==> src/rtl/mips_controller_pkg.sv <==
// Shared constants and types for the TinyMIPS multicycle controller:
// opcodes, funct codes, ALU control codes, aluop classes and FSM state encodings.
package mips_controller_pkg;

  localparam int IR_BYTES = 4;

  localparam logic [5:0] OP_RTYPE = 6'b000000;
  localparam logic [5:0] OP_J     = 6'b000010;
  localparam logic [5:0] OP_BEQ   = 6'b000100;
  localparam logic [5:0] OP_ADDI  = 6'b001000;
  localparam logic [5:0] OP_LB    = 6'b100000;
  localparam logic [5:0] OP_SB    = 6'b101000;

  localparam logic [5:0] FN_ADD = 6'b100000;
  localparam logic [5:0] FN_SUB = 6'b100010;
  localparam logic [5:0] FN_AND = 6'b100100;
  localparam logic [5:0] FN_OR  = 6'b100101;
  localparam logic [5:0] FN_SLT = 6'b101010;

  localparam logic [2:0] ALU_AND = 3'b000;
  localparam logic [2:0] ALU_OR  = 3'b001;
  localparam logic [2:0] ALU_ADD = 3'b010;
  localparam logic [2:0] ALU_SUB = 3'b110;
  localparam logic [2:0] ALU_SLT = 3'b111;

  typedef enum logic [1:0] {
    ALUOP_ADD   = 2'b00,
    ALUOP_SUB   = 2'b01,
    ALUOP_FUNCT = 2'b10
  } aluop_t;

  typedef enum logic [1:0] {
    SRCB_REG    = 2'b00,
    SRCB_ONE    = 2'b01,
    SRCB_IMM    = 2'b10,
    SRCB_BRANCH = 2'b11
  } srcb_t;

  typedef enum logic [1:0] {
    PCSRC_ALU    = 2'b00,
    PCSRC_ALUOUT = 2'b01,
    PCSRC_JUMP   = 2'b10
  } pcsrc_t;

  typedef enum logic [3:0] {
    S_FETCH1  = 4'd0,
    S_FETCH2  = 4'd1,
    S_FETCH3  = 4'd2,
    S_FETCH4  = 4'd3,
    S_DECODE  = 4'd4,
    S_MEMADR  = 4'd5,
    S_LBRD    = 4'd6,
    S_LBWR    = 4'd7,
    S_SBWR    = 4'd8,
    S_RTYPEEX = 4'd9,
    S_RTYPEWR = 4'd10,
    S_BEQEX   = 4'd11,
    S_JEX     = 4'd12,
    S_ADDIEX  = 4'd13,
    S_ADDIWR  = 4'd14
  } state_t;

endpackage

==> src/rtl/mips_controller_aludec.sv <==
// ALU control decoder: maps the FSM's aluop class and the R-type funct field
// to the 3-bit alucont code. Purely combinational.
module aludec
  import mips_controller_pkg::*;
(
  input  aluop_t     aluop,
  input  logic [5:0] funct,
  output logic [2:0] alucont
);

  // NOTE: assigning a default before the case keeps every path driven, so no latch is inferred.
  always_comb begin
    alucont = ALU_ADD;
    case (aluop)
      ALUOP_SUB:   alucont = ALU_SUB;
      ALUOP_FUNCT: begin
        case (funct)
          FN_ADD:  alucont = ALU_ADD;
          FN_SUB:  alucont = ALU_SUB;
          FN_AND:  alucont = ALU_AND;
          FN_OR:   alucont = ALU_OR;
          FN_SLT:  alucont = ALU_SLT;
          default: alucont = ALU_ADD;
        endcase
      end
      default:     alucont = ALU_ADD;
    endcase
  end

endmodule

==> src/rtl/mips_controller.sv <==
// Multicycle control FSM for the 8-bit TinyMIPS datapath: byte-wide 4-cycle fetch,
// decode, execute, memory and writeback. Moore outputs; only pcen sees the live zero flag.
module mips_controller
  import mips_controller_pkg::*;
#(
  parameter int INSTR_BYTES = IR_BYTES
) (
  input  logic                   clk,
  input  logic                   reset,
  input  logic [5:0]             op,
  input  logic [5:0]             funct,
  input  logic                   zero,
  output logic                   memread,
  output logic                   memwrite,
  output logic                   alusrca,
  output logic [1:0]             alusrcb,
  output logic                   memtoreg,
  output logic                   iord,
  output logic                   regdst,
  output logic                   regwrite,
  output logic [1:0]             pcsource,
  output logic                   pcen,
  output logic [INSTR_BYTES-1:0] irwrite,
  output logic [2:0]             alucont
);

  state_t state;
  state_t dec_state;
  aluop_t aluop;
  logic   pcwrite;
  logic   branch;
  logic   fetch;

  // NOTE: sequential state uses non-blocking assignments so every flop samples pre-edge values.
  always_ff @(posedge clk) begin
    if (reset) begin
      state <= S_FETCH1;
    end else begin
      case (state)
        S_FETCH1:  state <= S_FETCH2;
        S_FETCH2:  state <= S_FETCH3;
        S_FETCH3:  state <= S_FETCH4;
        S_FETCH4:  state <= S_DECODE;
        S_DECODE: begin
          case (op)
            OP_LB, OP_SB: state <= S_MEMADR;
            OP_RTYPE:     state <= S_RTYPEEX;
            OP_BEQ:       state <= S_BEQEX;
            OP_J:         state <= S_JEX;
            OP_ADDI:      state <= S_ADDIEX;
            default:      state <= S_FETCH1;
          endcase
        end
        S_MEMADR:  state <= (op == OP_SB) ? S_SBWR : S_LBRD;
        S_LBRD:    state <= S_LBWR;
        S_RTYPEEX: state <= S_RTYPEWR;
        S_ADDIEX:  state <= S_ADDIWR;
        default:   state <= S_FETCH1;
      endcase
    end
  end

  // While reset is held the state flop may still hold a mid-instruction value,
  // so outputs decode as FETCH1 and all write strobes are suppressed.
  assign dec_state = reset ? S_FETCH1 : state;

  always_comb begin
    memread  = 1'b0;
    memwrite = 1'b0;
    alusrca  = 1'b0;
    alusrcb  = SRCB_REG;
    memtoreg = 1'b0;
    iord     = 1'b0;
    regdst   = 1'b0;
    regwrite = 1'b0;
    pcsource = PCSRC_ALU;
    irwrite  = '0;
    aluop    = ALUOP_ADD;
    pcwrite  = 1'b0;
    branch   = 1'b0;
    fetch    = 1'b0;
    case (dec_state)
      S_FETCH1: begin fetch = 1'b1; irwrite[0] = 1'b1; end
      S_FETCH2: begin fetch = 1'b1; irwrite[1] = 1'b1; end
      S_FETCH3: begin fetch = 1'b1; irwrite[2] = 1'b1; end
      S_FETCH4: begin fetch = 1'b1; irwrite[3] = 1'b1; end
      S_DECODE:  alusrcb = SRCB_BRANCH;
      S_MEMADR: begin alusrca = 1'b1; alusrcb = SRCB_IMM; end
      S_LBRD:   begin memread = 1'b1; iord = 1'b1; end
      S_LBWR:   begin regwrite = 1'b1; memtoreg = 1'b1; end
      S_SBWR:   begin memwrite = 1'b1; iord = 1'b1; end
      S_RTYPEEX: begin
        alusrca = 1'b1;
        aluop   = ALUOP_FUNCT;
      end
      S_RTYPEWR: begin regwrite = 1'b1; regdst = 1'b1; end
      S_BEQEX: begin
        alusrca  = 1'b1;
        aluop    = ALUOP_SUB;
        pcsource = PCSRC_ALUOUT;
        branch   = 1'b1;
      end
      S_JEX:    begin pcsource = PCSRC_JUMP; pcwrite = 1'b1; end
      S_ADDIEX: begin alusrca = 1'b1; alusrcb = SRCB_IMM; end
      S_ADDIWR:  regwrite = 1'b1;
      default: ;
    endcase
    if (fetch) begin
      memread = 1'b1;
      alusrcb = SRCB_ONE;
      pcwrite = 1'b1;
    end
    if (reset) begin
      irwrite  = '0;
      pcwrite  = 1'b0;
      branch   = 1'b0;
      regwrite = 1'b0;
      memwrite = 1'b0;
    end
  end

  assign pcen = pcwrite | (branch & zero);

  aludec u_aludec (
    .aluop   (aluop),
    .funct   (funct),
    .alucont (alucont)
  );

endmodule

==> config.mk <==
export PLATFORM = sky130hd
export DESIGN_NAME = mips_controller
export DESIGN_NICKNAME = d
export VERILOG_FILES = /design/src/rtl/mips_controller_pkg.sv /design/src/rtl/mips_controller_aludec.sv /design/src/rtl/mips_controller.sv
export SDC_FILE = /design/constraint.sdc
export NUM_CORES = 1
export LEC_CHECK = 0
export ABC_AREA = 1
export BUFFER_PORTS_ARGS = -buffer_cell sky130_fd_sc_hd__buf_2
export CAP_MARGIN = 0
export CORE_MARGIN = 2
export CORE_UTILIZATION = 44
export DETAILED_ROUTE_END_ITERATION = 10
export PLACE_DENSITY = 0.78
export SLEW_MARGIN = 20
export SYNTH_ARGS = -nofsm -noshare
export SYNTH_HDL_FRONTEND = slang
export SYNTH_HIERARCHICAL = 1
export SYNTH_SLANG_ARGS = --single-unit
export TNS_END_PERCENT = 1
==> constraint.sdc <==
create_clock -name clk -period 2.7 [get_ports clk]
set_input_delay 0.54 -clock clk [delete_from_list [all_inputs] [get_ports clk]]
set_output_delay 0.54 -clock clk [all_outputs]
set_load 0.005 [all_outputs]
==> out/qor.yml <==
synth:
  synth.cell_area_um2: 659.4
  synth_top_family_by_area: "simple AND/OR/NAND/NOR gates"
  synth-seq-cells: 4
  yosysUniqueCellTypes: 23
  synthSimpleGateAreaFrac: 0.5636
  synth_adder_area_share: 0.03795
  synth.avg_cell_area_um2: 5.111
  synth_compound_area_frac: 0.1157
  synth_warnings: 6
  yosysSeqAreaShare: 0.1214
  yosys.area_share.xor_xnor: 0
  synthesis.nets: 146
  syn_inst: 129
  synthMuxAreaShare: 0
cells_and_area:
  layout-drive-gt1-share: 0.3049
  diodes: 0
  syn_to_final_growth_pct: 30.55
  largest_reg_flops: 4
  final_area_um2: 860.8
  layout_commonest_cell: "buf_2"
  largest_register: "state"
  top_regs: "state: 4 flops"
  final_nets: 183
  final_cell_mix: "33 x buf_2, 32 x nor2_1, 22 x nand2_1"
  n_fill_cell: 134
global_route:
  gr-usage-met2: 0.3455
  grt_overflow: 0
  grt_pass1_wl_mm: 2.732
  grt.busiest_layer: "met2"
  antenna_found_initial: 0
  met1_usage: 0.2225
  grt_usage: 0.1841
  grt_pass1_vias: 702
  use_met3: 0.01702
  grt_max_degree: 13
floorplan:
  die_h_um: 42.71
  ios: 34
  core_area_um2: 1350
  fp.dieW_um: 42.71
  die_area_um2: 1824
  rows: 13
  initial_core_util: 0.4884
placement:
  port_buffers: 33
  placed_area_um2: 838.3
  hpwl_mm: 1.396
  gp_congestion: 0.8061
critical_path:
  critPathMaxFanout: 12
  end_kind: "output port"
  critPathRequiredTime_ns: 2.16
  crit_type: "in2out"
  start_kind: "input pin"
  arrival_ns: 1.94
pwr:
  powerDensity_nw_per_um2: 358.1
  p_leak_uw: 0.0004653
  total_power_uw: 308.2
  vdd_drop_max_mv: 0.3930
status:
  status: "complete, no violations"
clock_network:
  numCtsBuffers: 3
  htree_num_levels: 1
  cts_tree: "built"
  cts_setup_buffers: 0
  cts.path.max_buffers: 2
  cts_sinks: 4
  clk_latency_ns: 0.24
  hold_buffers: 0
  root_buffer: "clkbuf_4"
  clk_pin_slew_ns: 0.04
  cts_resized: 0
route:
  drt_iter0_drc: 25
  drtAntennaViolNets: 0
  dr.pass1.iters: 4
  drc_errors: 0
  vias: 881
  routed_wl_mm: 1.718
  viasPerCell: 4.922
  wl_per_cell_um: 9.598
timing:
  period_share: 0.9176
  hold_viol_final: 0
  worstMarginPinSlew_ns: 0.3166
  max_freq_mhz: 403.6
  setup_tns_ns: 0
  drv_slew: 0
  fin_crit_ns: 2.477
  slew_headroom: 0.7881
  clock_skew_ns: 0.008971
  rsz0062_at_grt: "no"
  finalSetupViolations: 0
job:
  max_cap_violations: 0
min_path:
  hp-class: "in2reg"
metal layers:
layer  vias up  wire [um]
li1        476          -
met1       378        807
met2        25        823
met3         2         76
met4         0         10
met5         -          0
final cells by class:
cell class                      count  area (um^2)  share of cell area
Sequential cell                     4        80.08             0.09302
Tap cell                           15        18.77             0.02180
Timing Repair Buffer               34        172.7              0.2006
Multi-Input combinational cell     98        473.0              0.5494
Inverter                           25        93.84              0.1090
Clock buffer                        3        22.52             0.02616
power breakdown:
part           switching [uW]  internal [uW]
Combinational            95.6           52.4
Sequential               14.2           69.7
Clock                    26.5           49.9
Total                     136            172
worst max-delay path, stage by stage:
cell	delay [ns]
buf_2	0.17
nor2_1	0.12
nand2_1	0.14
nor2_1	0.15
inv_1	0.06
ha_1	0.31
or2_1	0.23
a21oi_1	0.10
buf_2	0.12
per-stage QoR:
stage	utilization	std cells	setup slack, ns	hold WS (ns)
floorplan	-	129	0.3637	0.6056
global placement	0.6209	176	0.2592	0.6686
detailed placement	0.6209	176	0.2249	0.6763
CTS	0.6376	179	0.2139	0.6257
global route	0.6376	179	0.1097	0.6500
finish	0.6376	179	0.2225	0.6193
cell usage after synthesis (all sizes together):
| cell type | n | area (um^2) |
|---|---|---|
| buf | 2 | 12.51 |
| nor3 | 3 | 20.02 |
| nor2 | 37 | 156.4 |
| nand3b | 1 | 7.510 |
| inv | 25 | 93.84 |
| nand3 | 15 | 75.07 |
| o21ai | 6 | 30.03 |
| o31ai | 1 | 7.510 |
| ha | 2 | 25.02 |
| dfxtp | 4 | 80.08 |
| nand2 | 25 | 106.4 |
| a21oi | 5 | 25.02 |
| a21boi | 1 | 7.510 |
| or2 | 1 | 6.260 |
| o22ai | 1 | 6.260 |
cell families after synthesis:
kind of cell,count (synthesis)
simple gates,82
buf+inv,27
compound gates,14
flops,4
fa+ha+maj,2
final timing paths:
path / depth (start not counted) / slack (ns) / from / to
worst max-delay path: 9 / 0.22 / reset / alucont[0]
worst min-delay path: 2 / 0.62 / reset / state[1]$_SDFF_PP0_
worst max register to register: 7 / 1.49 / state[0]$_SDFF_PP0_ / state[1]$_SDFF_PP0_
worst min register to register: 3 / 0.69 / state[3]$_SDFF_PP0_ / state[0]$_SDFF_PP0_
Power figures use the tool's default switching activity.
